**config.mk**
```make
export PLATFORM = sky130hd
export DESIGN_NAME = multi_conv_pulse
export DESIGN_NICKNAME = d
export VERILOG_FILES = /design/src/rtl/multi_conv_pulse.sv
export SDC_FILE = /design/constraint.sdc
export NUM_CORES = 1
export LEC_CHECK = 0
export BUFFER_PORTS_ARGS = -buffer_cell sky130_fd_sc_hd__buf_2
export CAP_MARGIN = 0
export CELL_PAD_IN_SITES_DETAIL_PLACEMENT = 0
export CELL_PAD_IN_SITES_GLOBAL_PLACEMENT = 1
export CORE_MARGIN = 5
export CORE_UTILIZATION = 40
export CTS_CLUSTER_SIZE = 24
export DETAILED_ROUTE_END_ITERATION = 10
export GPL_TIMING_DRIVEN = 0
export PLACE_DENSITY_LB_ADDON = 0.2
export SYNTH_ARGS = -nofsm -noshare
export SYNTH_HDL_FRONTEND = slang
export SYNTH_SLANG_ARGS = --single-unit
export TNS_END_PERCENT = 100
```
**constraint.sdc**
```tcl
create_clock -name clock -period 1.9 [get_ports clock]
set_input_delay 0.19 -clock clock [delete_from_list [all_inputs] [get_ports clock]]
set_output_delay 0.19 -clock clock [all_outputs]
set_load 0.03 [all_outputs]
```
**src/rtl/multi_conv_pulse.sv**
```systemverilog
// ---------------------------------------------------------------------------
// multi_conv_pulse
//
// Purpose:
//   Drives NCH converters with one shared start-of-conversion strobe and waits
//   for every channel to report end-of-conversion. The NCH samples are then
//   reduced to a single W-bit value (mean, max or min, chosen by mode at the
//   capture edge). That value is emitted as a pulse on out lasting exactly
//   that many clock cycles. A programmable low gap follows before the next
//   conversion starts.
//
// Parameters:
//   NCH  number of converter channels (power of 2, 2..16)
//   W    sample / result width (4..16)
//   GAP  low cycles on out after a pulse before soc rises again (0 allowed)
//
// Ports:
//   clock   in   1      system clock, rising-edge active
//   reset   in   1      asynchronous active-high reset
//   soc     out  1      start-of-conversion shared by all channels
//   eoc     in   NCH    end-of-conversion, bit i = channel i
//   x       in   NCH*W  packed samples, channel i at x[i*W +: W]
//   mode    in   2      00 mean, 01 max, 10 min, 11 mean
//   out     out  1      output pulse, high for result cycles
//   result  out  W      last computed result, held until next capture
//   valid   out  1      one-cycle strobe when result updates
// ---------------------------------------------------------------------------
module multi_conv_pulse #(
    parameter int NCH = 4,
    parameter int W   = 8,
    parameter int GAP = 2
) (
    input  logic             clock,
    input  logic             reset,
    output logic             soc,
    input  logic [NCH-1:0]   eoc,
    input  logic [NCH*W-1:0] x,
    input  logic [1:0]       mode,
    output logic             out,
    output logic [W-1:0]     result,
    output logic             valid
);

    localparam int LG = $clog2(NCH);
    localparam int SW = W + LG;
    // Wide enough to hold GAP itself; never narrower than one bit.
    localparam int GW = $clog2(GAP + 2);

    typedef enum logic [2:0] {
        S_START,
        S_CONV,
        S_EVAL,
        S_PULSE,
        S_GAP
    } state_t;

    state_t          state;
    state_t          next_state;
    logic [W-1:0]    pulse_cnt;
    logic [W-1:0]    next_pulse_cnt;
    logic [GW-1:0]   gap_cnt;
    logic [GW-1:0]   next_gap_cnt;
    logic            capture;
    logic [W-1:0]    calc;
    logic [SW-1:0]   sum;
    logic [W-1:0]    max_val;
    logic [W-1:0]    min_val;
    logic [W-1:0]    sample;

    // Reduction of the live sample bus. Only sampled into result on the
    // capture edge, so earlier changes to x or mode have no effect.
    // The accumulator carries LG extra bits so the sum can never overflow.
    always_comb begin
        sum     = '0;
        max_val = '0;
        min_val = '1;
        sample  = '0;
        calc    = '0;
        for (int i = 0; i < NCH; i++) begin
            sample = x[i*W +: W];
            sum    = sum + SW'(sample);
            if (sample > max_val) begin
                max_val = sample;
            end
            if (sample < min_val) begin
                min_val = sample;
            end
        end
        case (mode)
            2'b01:   calc = max_val;
            2'b10:   calc = min_val;
            default: calc = sum[SW-1:LG];
        endcase
    end

    // Next-state logic. START only hands over to CONV once soc has actually
    // been high for a cycle, so soc is never skipped even if eoc is already
    // low. Leaving START requires eoc all low, which also guarantees that a
    // capture can never happen on the START-to-CONV edge.
    always_comb begin
        next_state     = state;
        next_pulse_cnt = pulse_cnt;
        next_gap_cnt   = gap_cnt;
        capture        = 1'b0;
        case (state)
            S_START: begin
                if (soc && (eoc == '0)) begin
                    next_state = S_CONV;
                end
            end
            S_CONV: begin
                if (&eoc) begin
                    capture    = 1'b1;
                    next_state = S_EVAL;
                end
            end
            S_EVAL: begin
                if (result != '0) begin
                    next_state     = S_PULSE;
                    next_pulse_cnt = result;
                end else if (GAP == 0) begin
                    next_state = S_START;
                end else begin
                    next_state   = S_GAP;
                    next_gap_cnt = GW'(GAP);
                end
            end
            S_PULSE: begin
                // The counter holds the number of high cycles still owed,
                // including the current one.
                if (pulse_cnt == W'(1)) begin
                    if (GAP == 0) begin
                        next_state = S_START;
                    end else begin
                        next_state   = S_GAP;
                        next_gap_cnt = GW'(GAP);
                    end
                end else begin
                    next_pulse_cnt = pulse_cnt - W'(1);
                end
            end
            S_GAP: begin
                if (gap_cnt == GW'(1)) begin
                    next_state = S_START;
                end else begin
                    next_gap_cnt = gap_cnt - GW'(1);
                end
            end
            default: begin
                next_state = S_START;
            end
        endcase
    end

    // State and registered outputs. Outputs are derived from the state being
    // entered so they line up with the state they describe. Reset keeps soc
    // low; it rises on the first edge after release.
    always_ff @(posedge clock or posedge reset) begin
        if (reset) begin
            state     <= S_START;
            pulse_cnt <= '0;
            gap_cnt   <= '0;
            soc       <= 1'b0;
            out       <= 1'b0;
            valid     <= 1'b0;
            result    <= '0;
        end else begin
            state     <= next_state;
            pulse_cnt <= next_pulse_cnt;
            gap_cnt   <= next_gap_cnt;
            soc       <= (next_state == S_START);
            out       <= (next_state == S_PULSE);
            valid     <= (next_state == S_EVAL);
            if (capture) begin
                result <= calc;
            end
        end
    end

endmodule

```
## Yosys cells after proc, flatten, opt, wreduce, memory -nomap -nowiden

Cells that the tools add are included.

- Register bits after elaboration: 24
- Output and inout port bits: 11
- Input bits: 40
- Word-level logic and storage cells: 69

- Multiplexer cells: 24
- $add $sub $neg: 5
- Reduce and logical (&&, ||, !) cells: 10
- Eq/ne operators: 15
- Magnitude comparators: 8

Operators by type and width:

| kind | count |
|---|---|
| $mux 8 | 10 |
| $pmux 8 s2 | 2 |
| $gt 8x8->1 | 3 |
| $lt 8x8->1 | 3 |
| $mux 3 | 5 |
| $pmux 3 s5 | 1 |
| $eq 3x2->1 const B | 4 |
| $add 10x8->10 | 1 |
| $add 9x8->10 | 1 |
| $ne 2x2->1 const B | 5 |
| $add 8x8->9 | 1 |
| $eq 8x1->1 const B | 1 |
| $gt 8x1->1 const B | 1 |
| $lt 8x8->1 const B | 1 |
| $reduce_and 4->1 | 2 |
| $reduce_bool 8->1 | 1 |
| $sub 8x1->8 const B | 1 |
| $logic_not 3->1 | 2 |
| $mux 2 | 3 |
| $pmux 2 s3 | 1 |
| $eq 2x1->1 const B | 2 |
| $logic_not 4->1 | 1 |
| $eq 3x1->1 const B | 1 |
| $eq 3x3->1 const B | 1 |
| 7 further kinds | 8 |

## Longest topological paths before layout

- Depth in word-level cells: 9
- Depth in mapped cells: 26
- Depth with buffers taken out: 25

## Worst setup path before layout

Ideal clock, no wire load.

- Path kind: input to register
- Start: in x[1]
- End: reg result[2]
- Setup slack: -2565 ps
- Arrival time: 4335 ps
- Cell stages on the path: 24
- Required time: 1770 ps
- Cell sequence: inv_1 ha_1 nor2b_1 o211ai_1 a21oi_1 o21ai_2 mux2i_1 ha_1 nor2b_1 o211ai_1 a21oi_1 o22ai_1 clkbuf_1 nor2_1 a21oi_1 inv_1 ha_1 a21o_1 a21o_1 o22ai_1 nor2_1 a31o_2 o21ai_0 a31oi_1

- Cells in the longest elaborated chain, start to end: 9
- Elaborated cells between the ends (all ways): 20

Ends and longest elaborated chain:

| what | line | text |
|---|---|---|
| from (decl) | 37 | `input logic [NCH*W-1:0] x,` |
| $lt 8x8->1 or $gt 8x1->1 (tied branches) | 85, 82 |  |
| $mux 8 (on tied branches) | 85, 82 |  |
| $lt 8x8->1 or $gt 8x8->1 (tied branches) | 85, 82 |  |
| $mux 8 (on tied branches) | 85, 82 |  |
| $lt 8x8->1 or $gt 8x8->1 (tied branches) | 85, 82 |  |
| $mux 8 (on tied branches) | 85, 82 |  |
| $lt 8x8->1 or $gt 8x8->1 (tied branches) | 85, 82 |  |
| $mux 8 (on tied branches) | 85, 82 |  |
| $pmux 8 s2 * | 89 | `case (mode)` |
| to (signal assigned) | 175 | `result <= calc;` |
| to (decl) | 40 | `output logic [W-1:0] result,` |

Mark *: on every way between the ends. The rest lies on a longest branch, timed or not.
A chain may end at the register's enable or synchronous reset.

## Worst setup path after layout

- Start: in x[9]
- End: reg result[3]

- Cells in the longest elaborated chain, start to end: 7
- Elaborated cells between the ends (all ways): 16

Ends and longest elaborated chain:

| what | line |
|---|---|
| $lt 8x8->1 or $gt 8x8->1 (tied branches) | 85, 82 |
| $mux 8 (on tied branches) | 85, 82 |
| $lt 8x8->1 or $gt 8x8->1 (tied branches) | 85, 82 |
| $mux 8 (on tied branches) | 85, 82 |
| $lt 8x8->1 or $gt 8x8->1 (tied branches) | 85, 82 |
| $mux 8 (on tied branches) | 85, 82 |
| $pmux 8 s2 * | 89 |

Marked as above.

==> flow_summary_export.csv <==
group,metric,value,unit
outcome,status,"complete, but fails checks",
outcome,failed_checks,"negative setup slack",
route,drt_iter0_drc,157,
clocking,root_buffer,"clkbuf_8",
clocking,clk_latency,270,ps
clocking,cts_buffers,3,
worst_setup_path,crit_required,2040,ps
final_layout,final_cells,620,
placed_design,gp_congestion,0.9153,
clocking,htree_levels,1,
worst_setup_path,cp_common_cell,"a21oi_2",
worst_setup_path,cp-end-kind,"flop",
final_layout,fin_util,0.5901,
final_layout,syn_to_final_growth,45.96,%
worst_setup_path,crit_type,"input pin to flop",
floorplan,rows,34,
sta,rsz0062_at_grt,"true",
worst_setup_path,cp_slowest_cell,"or2_2",
worst_setup_path,cp_max_fo,8,
worst_hold_path,holdCritPathClass,"input pin to asynchronous set/reset pin",
worst_setup_path,r2r_slack,-280,ps
power,p_per_area,574.1,mW/mm^2
flow_run,max_cap_violations,0,
sta,clock_skew,8.787,ps
sta,fmax,0.2426,GHz
worst_setup_path,cp_top_family,"compound AO/OA/AOI/OAI gates",
worst_setup_path,cp.arrival,4260,ps
sta,min_period,4122,ps
final_layout,fillerInstances,724,
route,postRouteAntennaNets,0,
clocking,postCtsHoldBufs,0,
floorplan,ioPinCount,51,
synth,synthAdderAreaFrac,0.2917,
global_routing,overflow,0,
sta,tns,-17490,ps
sta,worstMarginPinSlew,892.7,ps
synth,synth_cell_types,51,
worst_setup_path,critPathBufInv,4,
global_routing,grt_pass1_vias,3594,
synth,syn_area,0.003457,sq mm
final_layout,diodes,0,
power,leakage,2.194,nW
power,peakVddDrop,0.2405,mV
global_routing,antenna_found_initial,0,
synth,synth_top_family_by_area,"adder cells",
synth,synth.mux.area_fraction,0.04922,
synth,syn_avg_cell_area,8.270,sq um
route,drcViolationCount,0,
final_layout,nNetsFinal,624,
clocking,clkTransAtPathRegs,90,ps
floorplan,dieArea,0.01060,sq mm
global_routing,grtUsageTotal,0.2156,
synth,yosys.area_share.xor_xnor,0.01013,
synth,synth-edff-count,0,
clocking,clock-sinks,24,
sta,setup_viol,8,
sta,relSlewSlack,0.4042,
synth,yosys.area_share.simple,0.1658,
floorplan,coreArea,0.008551,sq mm
route,num_vias,3500,
synth,synth_compound_area_frac,0.2559,
worst_setup_path,max_stage_delay,290,ps
placed_design,placedCellCount,576,
route,totalWireLength,11.11,mm
worst_setup_path,startpoint_type,"input pin",
clocking,cts_tree,"done",
route,wire_per_inst,17.91,microns
route,via_per_inst,5.645,
sta,drv_slew,0,
floorplan,die_x,103.0,microns
synth,ys_warn_count,0,
synth,synth-async-reset-ratio,1.000,
sta,hold_violations,0,
synth,ys.flop_type,"dfrtp_1",
sta,fin_crit_sh,2.169,
floorplan,die_h,103.0,microns
placed_design,portBuffers,50,
synth,synth_fp_nets,529,
synth,syn_inst,418,
final_layout,drive_gt1_frac,0.3809,
clocking,cts_max_path_buffers,2,
synth,seq_area_frac_synth,0.1737,
placed_design,hpwlAfterDp,8.377,mm
sta,fin_ws,-2222,ps
floorplan,initial_utilization,0.4043,
global_routing,grt_start_max_net_pins,25,
global_routing,grt_first_pass_wirelength,17.84,mm
synth,ys_ff_latch,24,
route,dr.pass1.iters,4,
==> timing repair <==
action	in CTS	in global routing
gates resized for setup	118	31
setup buffers	32	9
pin swaps	46	27
gates cloned	2	0
endpoints found under the setup margin	23	19
endpoints found under the hold margin	0	0
==> metal layers <==
layer | track usage | routed length (microns) | vias to the layer above
met2 | 0.3927 | 5701 | 86
met5 | 0 | 0 | -
met4 | 0.07371 | 357 | 0
li1 | - | - | 1716
met3 | 0.01624 | 500 | 33
met1 | 0.2666 | 4545 | 1665
==> where the power goes <==
group          switching [W]  total [W]  leakage, nW  internal, W
registers                  0   0.000510        0.289     0.000510
logic                0.00100    0.00194         1.87     0.000943
clock network       0.000161   0.000442       0.0357     0.000282
total                0.00116    0.00290         2.19      0.00173
==> worst reg2reg max path, stage by stage, from the launching register on <==
cell and delay [ps]:
dfrtp_1 500, nand2_1 80, or4_1 400, clkbuf_1 160
inv_2 100, nand2b_1 60, buf_1 210, a21o_1 210
a311oi_2 240, a21oi_1 110
==> cell type report <==
cell class | instances | area [sq um] | share of cell area
multi-input combinational | 345 | 3288 | 0.6516
tap | 108 | 135.1 | 0.02678
clock inverter | 1 | 30.03 | 0.005951
inverter | 37 | 148.9 | 0.02951
sequential | 24 | 600.6 | 0.1190
timing repair buffer | 92 | 743.2 | 0.1473
buffer | 10 | 58.81 | 0.01165
clock buffer | 3 | 41.29 | 0.008182
==> per-stage QoR <==
stage / hold WS [ps] / worst slack, ps / total power [W] / cell area [sq um]
2_1_floorplan: 204.6 / -2169 / 0.001532 / 3541
6_report: 98.76 / -2222 / 0.002897 / 5046
4_1_cts: 139.8 / -2119 / 0.002760 / 4843
3_3_place_gp: 441.2 / -3121 / 0.001866 / 3926
5_1_grt: 176.9 / -2470 / 0.003126 / 5046
3_5_place_dp: 437.1 / -3141 / 0.001894 / 3926
==> cells by family (layout without fill, tap and decap cells) <==
logic type	Yosys count	count (layout)
buffers and inverters	49	143
xor gates and xnor gates	4	4
adders and majority gates	71	71
AOI/OAI and AO/OA	138	138
muxes	17	17
DFF	24	24
and+or+nand+nor	115	115
==> flip-flops by register name (all words and copies together), names as in the netlist <==
name       flops
gap_cnt        2
soc            1
state          3
pulse_cnt      8
valid          1
result         8
out            1
==> worst paths after layout <==
check,start,end,depth (start not counted)
max in group asynchronous,reset,pulse_cnt[7],2
min reg2reg,gap_cnt[0],gap_cnt[0],1
min,reset,result[2],2
max reg2reg,state[0],result[0],9
max,x[9],result[3],26
min in group clock,x[29],result[5],3
==> synth_stat cells, drive strengths merged (6+ instances only) <==
| cell type | number | area share |
|---|---|---|
| o21ai | 30 | 0.045 |
| o211ai | 10 | 0.022 |
| dfrtp | 24 | 0.17 |
| inv | 37 | 0.040 |
| nor3 | 8 | 0.012 |
| nor2 | 36 | 0.039 |
| a21o | 10 | 0.022 |
| a21oi | 47 | 0.068 |
| nor2b | 6 | 0.011 |
| ha | 55 | 0.20 |
| a31oi | 13 | 0.025 |
| mux2i | 17 | 0.049 |
| fa | 16 | 0.093 |
| nand4 | 9 | 0.016 |
| nand2 | 20 | 0.022 |
| and2 | 9 | 0.016 |
| clkbuf | 9 | 0.0098 |
| nand3 | 8 | 0.012 |
==> layout by cell type, fill, tap and decap left out, types with 17 or more instances in the layout <==
master	synthesis	routed
dfrtp_1	24	24
nor2_1	36	30
buf_2	1	36
a21oi_1	47	36
ha_4	0	18
ha_1	55	36
buf_4	0	39
inv_1	36	29
nand2_1	20	17
o21ai_0	23	18
Power figures use the tool's default switching activity.
